## config.mk

```make
export PLATFORM = sky130hd
export DESIGN_NAME = axi_rd_burst_arbiter
export DESIGN_NICKNAME = d
export VERILOG_FILES = /design/src/rtl/merger_ctrl_pkg.sv /design/src/rtl/rr_select.sv /design/src/rtl/axi_rd_burst_arbiter.sv
export SDC_FILE = /design/constraint.sdc
export NUM_CORES = 2
export LEC_CHECK = 0
export ABC_CLOCK_PERIOD_IN_PS = 35100
export CAP_MARGIN = 20
export CELL_PAD_IN_SITES_DETAIL_PLACEMENT = 0
export CELL_PAD_IN_SITES_GLOBAL_PLACEMENT = 1
export CORE_MARGIN = 3
export CORE_UTILIZATION = 30
export DETAILED_ROUTE_END_ITERATION = 7
export PLACE_DENSITY_LB_ADDON = 0.2
export SLEW_MARGIN = 20
export SYNTH_ARGS = -nofsm -noshare
export SYNTH_HDL_FRONTEND = slang
export SYNTH_SLANG_ARGS = --single-unit
```

## constraint.sdc

```tcl
create_clock -name aclk -period 35.1 [get_ports aclk]
set_input_delay 3.51 -clock aclk [delete_from_list [all_inputs] [get_ports aclk]]
set_output_delay 3.51 -clock aclk [all_outputs]
set_load 0.05 [all_outputs]
```

## src/rtl/merger_ctrl_pkg.sv

```systemverilog
// Shared FSM encoding and AXI beat/burst sizing for the read-burst arbiter.
package merger_ctrl_pkg;

  typedef enum logic [1:0] {
    ST_IDLE,
    ST_ARB,
    ST_ISSUE,
    ST_DRAIN
  } state_e;

  localparam int unsigned BEAT_BYTES  = 64;
  localparam int unsigned BEAT_SHIFT  = $clog2(BEAT_BYTES);
  localparam int unsigned BURST_BYTES = 16 * BEAT_BYTES;

endpackage

```

## src/rtl/rr_select.sv

```systemverilog
// Round-robin priority pick: first asserted request at or after ptr_i, wrapping.
module rr_select #(
  parameter int N   = 16,
  parameter int IDW = 4
) (
  input  logic [N-1:0]   req_i,
  input  logic [IDW-1:0] ptr_i,
  output logic [IDW-1:0] grant_o,
  output logic           any_o
);

  localparam int unsigned NU = N;

  logic [IDW-1:0] idx;

  always_comb begin
    grant_o = '0;
    any_o   = 1'b0;
    idx     = '0;
    for (int unsigned i = 0; i < NU; i++) begin
      idx = IDW'((32'(ptr_i) + i) % NU);
      if (!any_o && req_i[idx]) begin
        any_o   = 1'b1;
        grant_o = idx;
      end
    end
  end

endmodule

```

## src/rtl/axi_rd_burst_arbiter.sv

```systemverilog
// Shares one AXI AR port among per-channel readers: round-robin, credit-limited
// burst issue, with done raised only after every issued burst has been drained.
module axi_rd_burst_arbiter
  import merger_ctrl_pkg::*;
#(
  parameter int C_NUM_CHANNELS     = 16,
  parameter int C_M_AXI_ADDR_WIDTH = 64,
  parameter int C_XFER_SIZE_WIDTH  = 32,
  parameter int C_BURST_LEN        = 16,
  parameter int C_MAX_OUTSTANDING  = 2,
  localparam int ID_W = (C_NUM_CHANNELS > 1) ? $clog2(C_NUM_CHANNELS) : 1
) (
  input  logic                                         aclk,
  input  logic                                         areset,
  input  logic                                         ctrl_start,
  input  logic [C_NUM_CHANNELS*C_M_AXI_ADDR_WIDTH-1:0] ctrl_addr_offset,
  input  logic [C_XFER_SIZE_WIDTH-1:0]                 ctrl_xfer_size_in_bytes,
  output logic                                         ctrl_done,
  output logic                                         m_axi_arvalid,
  input  logic                                         m_axi_arready,
  output logic [C_M_AXI_ADDR_WIDTH-1:0]                m_axi_araddr,
  output logic [7:0]                                   m_axi_arlen,
  output logic                                         ar_ch_valid,
  output logic [ID_W-1:0]                              ar_ch_id,
  input  logic [C_NUM_CHANNELS-1:0]                    burst_consumed
);

  localparam int AW = C_M_AXI_ADDR_WIDTH;
  localparam int XW = C_XFER_SIZE_WIDTH;
  localparam int CW = $clog2(C_MAX_OUTSTANDING + 1);
  localparam int unsigned NU = C_NUM_CHANNELS;

  state_e state_q, state_d;
  logic   done_q, done_d;

  logic [AW-1:0]   base_q   [C_NUM_CHANNELS];
  logic [XW-1:0]   rem_q    [C_NUM_CHANNELS];
  logic [XW-1:0]   off_q    [C_NUM_CHANNELS];
  logic [CW-1:0]   credit_q [C_NUM_CHANNELS];
  logic [ID_W-1:0] rr_ptr_q;
  logic [AW-1:0]   araddr_q, araddr_d;
  logic [7:0]      arlen_q, arlen_d;
  logic [ID_W-1:0] ch_id_q;

  logic [C_NUM_CHANNELS-1:0] eligible;
  logic                      any_rem;
  logic                      all_full;
  logic [ID_W-1:0]           grant;
  logic                      grant_any;
  logic                      hs;
  logic [XW-1:0]             rem_beats, burst_beats;
  logic [XW-1:0]             hs_bytes;
  logic [XW-1:0]             size_rnd;
  logic [ID_W-1:0]           rr_next;

  always_comb begin
    eligible = '0;
    any_rem  = 1'b0;
    all_full = 1'b1;
    for (int unsigned c = 0; c < NU; c++) begin
      eligible[c] = (rem_q[c] != '0) && (credit_q[c] != '0);
      any_rem     = any_rem | (rem_q[c] != '0);
      all_full    = all_full & (credit_q[c] == CW'(C_MAX_OUTSTANDING));
    end
  end

  rr_select #(
    .N   (C_NUM_CHANNELS),
    .IDW (ID_W)
  ) u_rr_select (
    .req_i   (eligible),
    .ptr_i   (rr_ptr_q),
    .grant_o (grant),
    .any_o   (grant_any)
  );

  always_comb begin
    rem_beats   = rem_q[grant] >> BEAT_SHIFT;
    burst_beats = (rem_beats > XW'(C_BURST_LEN)) ? XW'(C_BURST_LEN) : rem_beats;
    arlen_d     = 8'(burst_beats - 1'b1);
    araddr_d    = base_q[grant] + AW'(off_q[grant]);
  end

  // Reset masks arvalid in the same cycle so no handshake can complete under reset.
  assign m_axi_arvalid = (state_q == ST_ISSUE) && !areset;
  assign hs            = m_axi_arvalid && m_axi_arready;
  assign ar_ch_valid   = hs;
  assign m_axi_araddr  = araddr_q;
  assign m_axi_arlen   = arlen_q;
  assign ar_ch_id      = ch_id_q;
  assign ctrl_done     = done_q;

  assign hs_bytes = XW'({1'b0, arlen_q} + 9'd1) << BEAT_SHIFT;
  assign size_rnd = (ctrl_xfer_size_in_bytes + XW'(BEAT_BYTES - 1)) & ~XW'(BEAT_BYTES - 1);
  assign rr_next  = (ch_id_q == ID_W'(C_NUM_CHANNELS - 1)) ? '0 : ch_id_q + 1'b1;

  always_comb begin
    state_d = state_q;
    done_d  = 1'b0;
    unique case (state_q)
      ST_IDLE:  if (ctrl_start) state_d = ST_ARB;
      ST_ARB: begin
        if (grant_any)     state_d = ST_ISSUE;
        else if (!any_rem) state_d = ST_DRAIN;
      end
      ST_ISSUE: if (m_axi_arready) state_d = ST_ARB;
      ST_DRAIN: begin
        if (all_full) begin
          state_d = ST_IDLE;
          done_d  = 1'b1;
        end
      end
      default:  state_d = ST_IDLE;
    endcase
  end

  always_ff @(posedge aclk) begin
    if (areset) begin
      state_q <= ST_IDLE;
      done_q  <= 1'b0;
    end else begin
      state_q <= state_d;
      done_q  <= done_d;
    end
  end

  always_ff @(posedge aclk) begin
    if (areset) begin
      rr_ptr_q <= '0;
      araddr_q <= '0;
      arlen_q  <= '0;
      ch_id_q  <= '0;
      for (int unsigned c = 0; c < NU; c++) begin
        base_q[c]   <= '0;
        rem_q[c]    <= '0;
        off_q[c]    <= '0;
        credit_q[c] <= CW'(C_MAX_OUTSTANDING);
      end
    end else begin
      if (state_q == ST_IDLE && ctrl_start) begin
        for (int unsigned c = 0; c < NU; c++) begin
          base_q[c] <= ctrl_addr_offset[c*AW +: AW];
          rem_q[c]  <= size_rnd;
          off_q[c]  <= '0;
        end
      end
      if (state_q == ST_ARB && grant_any) begin
        araddr_q <= araddr_d;
        arlen_q  <= arlen_d;
        ch_id_q  <= grant;
      end
      if (hs) begin
        rem_q[ch_id_q] <= rem_q[ch_id_q] - hs_bytes;
        off_q[ch_id_q] <= off_q[ch_id_q] + hs_bytes;
        rr_ptr_q       <= rr_next;
      end
      // A consume coinciding with this channel's handshake cancels out.
      for (int unsigned c = 0; c < NU; c++) begin
        if (hs && ch_id_q == ID_W'(c) && !burst_consumed[c])
          credit_q[c] <= credit_q[c] - 1'b1;
        else if (burst_consumed[c] && !(hs && ch_id_q == ID_W'(c)) &&
                 credit_q[c] != CW'(C_MAX_OUTSTANDING))
          credit_q[c] <= credit_q[c] + 1'b1;
      end
    end
  end

endmodule

```

# After elaboration in Yosys (flattened, before gate mapping)
# Memories as Yosys holds them, arrays and structs flattened. A register that Yosys moved wholly into a read port is not among the register bits.
# Index checks and enable logic that the tools add are counted.
# Widths: inputs -> output; s select.
[op_classes]
reduce_logical = 185
n_shift = 0
n_mux = 283
magnitude_cmp = 17
n_div = 0
bitwise = 111
n_eq_ne = 54
add_sub_neg = 54
n_mul = 0
[op_table]
columns = ["cell", "n"]
rows = [
  ["$mux 32", 34],
  ["$mux 64", 16],
  ["$reduce_bool 32->1", 16],
  ["$mux 1", 155],
  ["$logic_and 1x1->1", 99],
  ["$or 1x1->1", 95],
  ["$mux 4", 23],
  ["$lt 4x5->1 const B", 16],
  ["$mux 2", 37],
  ["$add 64x32->64", 1],
  ["$bmux 1 s4", 16],
  ["$reduce_or 32->1", 2],
  ["$logic_not 1->1", 48],
  ["$ne 2x2->1 const B", 19],
  ["$eq 2x2->1 const B", 18],
  ["$add 2x1->2 const B", 16],
  ["$add 32x15->32", 1],
  ["$add 32x6->32 const B", 1],
  ["$add 4x4->4 const B", 8],
  ["$eq 4x4->1 const B", 8],
  ["$reduce_bool 2->1", 16],
  ["$sub 2x1->2 const B", 16],
  ["$sub 32x15->32", 1],
  ["$gt 26x5->1 const B", 1],
  ["18 further kinds", 41],
]
[word_totals]
latch_bits = 0
ff_bits = 83
mem_bits_rw = 2080
memories = 4
rom_bits = 0
out_inout_bits = 79
[memory_table]
columns = ["name", "depth", "width", "read_ports", "rd_clocked_by_memory_dff", "wr", "line", "text"]
rows = [
  ["base_q", 16, 64, 1, 0, 16, "axi_rd_burst_arbiter.sv:36", "logic [AW-1:0] base_q [C_NUM_CHANNELS];"],
  ["off_q", 16, 32, 2, 1, 16, "axi_rd_burst_arbiter.sv:38", "logic [XW-1:0] off_q [C_NUM_CHANNELS];"],
  ["rem_q", 16, 32, 18, 1, 16, "axi_rd_burst_arbiter.sv:37", "logic [XW-1:0] rem_q [C_NUM_CHANNELS];"],
  ["credit_q", 16, 2, 16, 0, 16, "axi_rd_burst_arbiter.sv:39", "logic [CW-1:0] credit_q [C_NUM_CHANNELS];"],
]

# Depth between registers and ports, before layout
# An unclocked memory read counts as a cell.
[logic_depth]
depth_word = 55
ltp_mapped = 54

# Hierarchy
# A second synthesis with hierarchy kept.
[hier_totals]
cells_unflattened = 7720
area_unflattened_um2 = 108520.3
[modules_own_cells]
columns = ["mod", "seq_area_each_um2", "instances", "cells_each", "area_per_inst_um2"]
rows = [
  ["axi_rd_burst_arbiter", 64201.6, 1, 7473, 106433.3],
  ["rr_select", 0.0, 1, 247, 2087.0],
]

# Worst setup path before layout
# Ideal clock, no wire load.
[synth_path]
path_kind = "input-to-reg"
start = "input port areset"
end = "memory base_q[0][0] (netlist bit), enable pin"
t_required_ns = 33.744
arrival_time_ns = 23.989
setup_time_ns = 1.356
stages = 5
n_path_buf = 3
setup_slack_ns = 9.756
path_cell_list = "clkbuf_1 clkbuf_1 nor2_1 clkbuf_1 inv_1"
[synth_lines]
columns = ["element", "line", "text"]
rows = [
  ["start: declaration", "axi_rd_burst_arbiter.sv:14", "input logic areset,"],
  ["end: declaration", "axi_rd_burst_arbiter.sv:36", ""],
]

# Worst setup path in the final report
[layout_path]
start = "register rr_ptr_q[0]"
end = "register araddr_q[52], in the netlist m_axi_araddr[52]"
[layout_between]
elab_chain_cells = 50
word_cells_on_any_way = 113
cone_classes = "add/sub (16); mux (64); reduce/logical (31); memory (2)"
[layout_rtl]
columns = ["element", "line", "text"]
rows = [
  ["start: declaration", "axi_rd_burst_arbiter.sv:40", "logic [ID_W-1:0] rr_ptr_q;"],
  ["start signal: assignment", "axi_rd_burst_arbiter.sv:155", "rr_ptr_q <= rr_next;"],
  ["branches (longest 50 deep; another with $add 4x1->4)", "-", ""],
  ["end signal: assignment", "axi_rd_burst_arbiter.sv:148", "araddr_q <= araddr_d;"],
  ["end: declaration", "axi_rd_burst_arbiter.sv:41", "logic [AW-1:0] araddr_q, araddr_d;"],
]
# Parallel ways; which one is timed is not known. The select of a mux whose other input is x is not followed.
# A chain may end at the register's enable or synchronous reset.

==> summary.md <==
| Metric | Value |
|---|---|
| GRT Overall Usage | 25.1% |
| Synth Area in Simple Gates | 21.7% |
| Crit path buffers/inverters | 7 |
| RSZ-0062 raised after global routing | no |
| Num rows | 223 |
| CP Capture Type | register |
| Placed cell area | 128000 µm² |
| Synth async-reset ratio | 0% |
| Cell area after synthesis | 112000 µm² |
| Final Hold Viols | 0 |
| Yosys top cell by area | edfxtp_1 |
| Fillcell total | 36250 |
| Fin Setup TNS | 0 ns |
| Fin cells | 16077 |
| CTS tree | done |
| Final worst-path cycle share | 43.9% |
| Layout Utilization | 37.2% |
| Die width | 616 µm |
| Ys flop type | edfxtp_1 |
| First-pass GRT wire length | 683 mm |
| Syn nets | 11165 |
| Vias in the first global route | 87265 |
| Final Max Slew Viols | 0 |
| Post-CTS Resized | 0 |
| Share of the synthesized area in the top cell type | 55.9% |
| Worst Tran Pin Value | 1.15 ns |
| Post-Route WL | 493 mm |
| Max_cap viols | 0 |
| Met2 wire length | 243 mm |
| Clk root buf | clkbuf_16 |
| Vias | 87189 |
| CP required | 35.90 ns |
| Clk_lat worst skew | 0.92 ns |
| PwrDens | 60.7 nW/µm² |
| Final Wtd Congestion | 0.901 |
| Placed cell count | 15541 |
| Worst path top cell family by delay | simple AND/OR/NAND/NOR gates |
| Mux cell area share after synthesis | 9.16% |
| Post-DP HPWL | 333 mm |
| Footprint of the multi-input gates | 44800 µm² |
| Die Y | 616 µm |
| Ratio of cells with drive above 1 in the final layout | 10.1% |
| Cells after synthesis | 10021 |
| Design area | 138000 µm² |
| Layout Skew | 0.0870 ns |
| Reg clk slew, reported paths | 0.06 ns |
| Setup CP Type | reg2reg |
| Initial antenna violation count | 116 |
| Slew headroom | 22.6% |
| Synth top area cells | edfxtp_1 56%, mux4_2 6.5%, nand2_1 5.6%, nand3_1 4.1%, and2_1 3.7% |
| # nets final | 12008 |
| Initial Util | 30.2% |
| Setup crit start kind | register |
| Status | finished clean |
| Largest net degree at the start of global routing | 164 |
| Ys Warns | 0 |
| Initial DRT Pass Iterations | 6 |
| Storage cell area | 64200 µm² |
| M1 WL | 198 mm |
| Number of flops mapped to enable cells by yosys | 2080 |
| Fmax | 64.9 MHz |
| Die footprint | 380000 µm² |
| Min-delay src | m_axi_araddr[23] |
| Core ar. | 370000 µm² |
| Most used cell, CP | o21ai_0 |
| Drt wl/cell | 30.7 µm |
| Synth Area in XOR/XNOR | 1.21% |
| Post-Synth Adder-Cell Area | 0.782% |
| Worst path max stage delay | 0.92 ns |
| LEAKAGE | 0.0490 µW |
| Total congestion overflow | 0 |
| Unique masters post-synth | 115 |
| Crit path max fanout | 36 |
| Total setup buffers inserted after CTS | 0 |
| First DRT Iteration DRCs | 8789 |
| CTS buffer count | 268 |
| Main combinational cell family by area after synthesis | simple AND/OR/NAND/NOR gates |
| H-tree depth | 5 |
| Routed Antenna Nets | 0 |
| Synth Area in Compound Gates | 6.60% |
| Flops & latches, synth | 2167 |
| Max VDD drop | 0.0000397 V |
| Num ports | 1155 |
| CP arrival | 16.21 ns |
| Syn Area/Cell | 11.2 µm² |
| Wire length on met3 | 32.0 mm |
| # hold bufs at CTS | 0 |
| Setup violators final | 0 |
| CTS sink cnt | 2167 |
| Residual DRC count | 0 |
| Final min period | 15.41 ns |
| Seq/Total Area, Yosys | 57.5% |
| Pwr Total | 8360 µW |
| Maximum clock path buffer count | 4 |
| Vias per std cell | 5.42 |
| Setup crit start | rr_ptr_q[0] |
| Hold Crit Class | reg2reg |
| Number of port buffers | 1154 |
| CP max stage cell | nor4_1 |
| Area growth syn-to-layout | 23.1% |
| Reg-to-reg startpoint | rr_ptr_q[0] |
| Max Used Layer | met5 |
## worst paths after layout
check,endpoint,slack (ns),cells past startpoint
setup / recovery,m_axi_araddr[52],19.69,43
hold / removal,m_axi_araddr[23],0.45,2
setup reg to reg,m_axi_araddr[52],19.69,43
hold reg to reg,m_axi_araddr[23],0.45,2
## worst min-delay path, cell delays in order (launching register included)
cell	delay [ns]
dfxtp_1	0.31
nand2_1	0.05
a21oi_1	0.05
## kinds of logic (layout without fill, tap and decap cells)
group | Yosys count | after routing
AOI/OAI and AO/OA | 1156 | 1156
xor gates and xnor gates | 154 | 154
adders and majority gates | 68 | 68
buffers and inverters | 834 | 1890
DFF | 2167 | 2167
muxes | 612 | 612
other | 0 | 50
and+or+nand+nor | 5030 | 5030
## routing by layer
layer | up-vias | global-route usage [%]
met1 | 44252 | 32.1
met4 | 46 | 9.56
li1 | 38190 | -
met3 | 834 | 3.76
met5 | - | 0
met2 | 3867 | 42.6
## registers in the layout, summed over array words and instances, names as in the netlist, named ones only
name          flops
base_q         1024
off_q           512
rem_q           512
m_axi_araddr     64
credit_q         32
m_axi_arlen       8
ar_ch_id          4
rr_ptr_q          4
state_q           2
ctrl_done         1
## power by group
part / internal (µW) / switching [µW] / leakage [µW]
logic: 706 / 1420 / 0.0218
clock network: 1680 / 1180 / 0.00429
registers: 3200 / 174 / 0.0229
total: 5590 / 2770 / 0.0490
## layout make-up
| type | count | share of cell area, % |
|---|---|---|
| Timing Repair Buffer | 1349 | 9.58 |
| Clock inverter | 145 | 1.16 |
| Multi-Input combinational cell | 7020 | 32.6 |
| Inverter | 58 | 0.164 |
| Clock buffer | 338 | 5.25 |
| Antenna cell | 50 | 0.0909 |
| Tap cell | 4950 | 4.50 |
| Sequential cell | 2167 | 46.7 |
## layout by cell type, fill, tap and decap left out, types with 37 or more instances in the layout
master,n
edfxtp_1,2080
nand2_1,1633
clkdlybuf4s50_1,1153
nand3_1,913
nor2_1,863
and2_1,660
o21ai_0,468
nor2b_1,419
mux4_2,324
clkbuf_16,274
mux2i_1,243
buf_4,183
and3_1,135
a21oi_1,124
nor4_1,107
a31oi_1,106
dfxtp_1,83
nor3_1,82
xnor2_1,75
a211oi_1,74
ha_1,65
inv_1,52
clkbuf_1,51
diode_2,50
xor2_1,46
clkinv_1,45
o22ai_1,44
mux2_2,44
nand4_1,42
a311oi_1,37
## metrics by stage
step | setup slack (ns) | hold WS, ns
after global routing | 19.25 | 0.473
after CTS | 19.85 | 0.452
after detailed placement | 19.90 | 0.446
after global placement | 19.95 | 0.439
after floorplan | 9.76 | 0.530
final | 19.69 | 0.453
## synthesized netlist by cell type (all sizes together), types with 11 or more instances
cell    number
a21o        35
o21bai      15
xor2        58
and2       660
o211ai      35
nor2b      419
a21oi      128
xnor2       96
inv         57
o22ai       44
nand2     1667
a31oi      107
buf        229
clkbuf     547
a22oi       18
a221oi      15
edfxtp    2080
o21ai      483
nor2       868
nand2b      20
nor4       120
nor3        83
and4        12
o32ai       11
a211oi      76
or2         15
or3         24
dfxtp       87
mux2        45
a311oi      41
nand3      915
mux2i      243
ha          65
a41oi       11
nand4       44
o311ai      11
mux4       324
and3       135
Note: power is estimated with default switching activity, not from simulation.
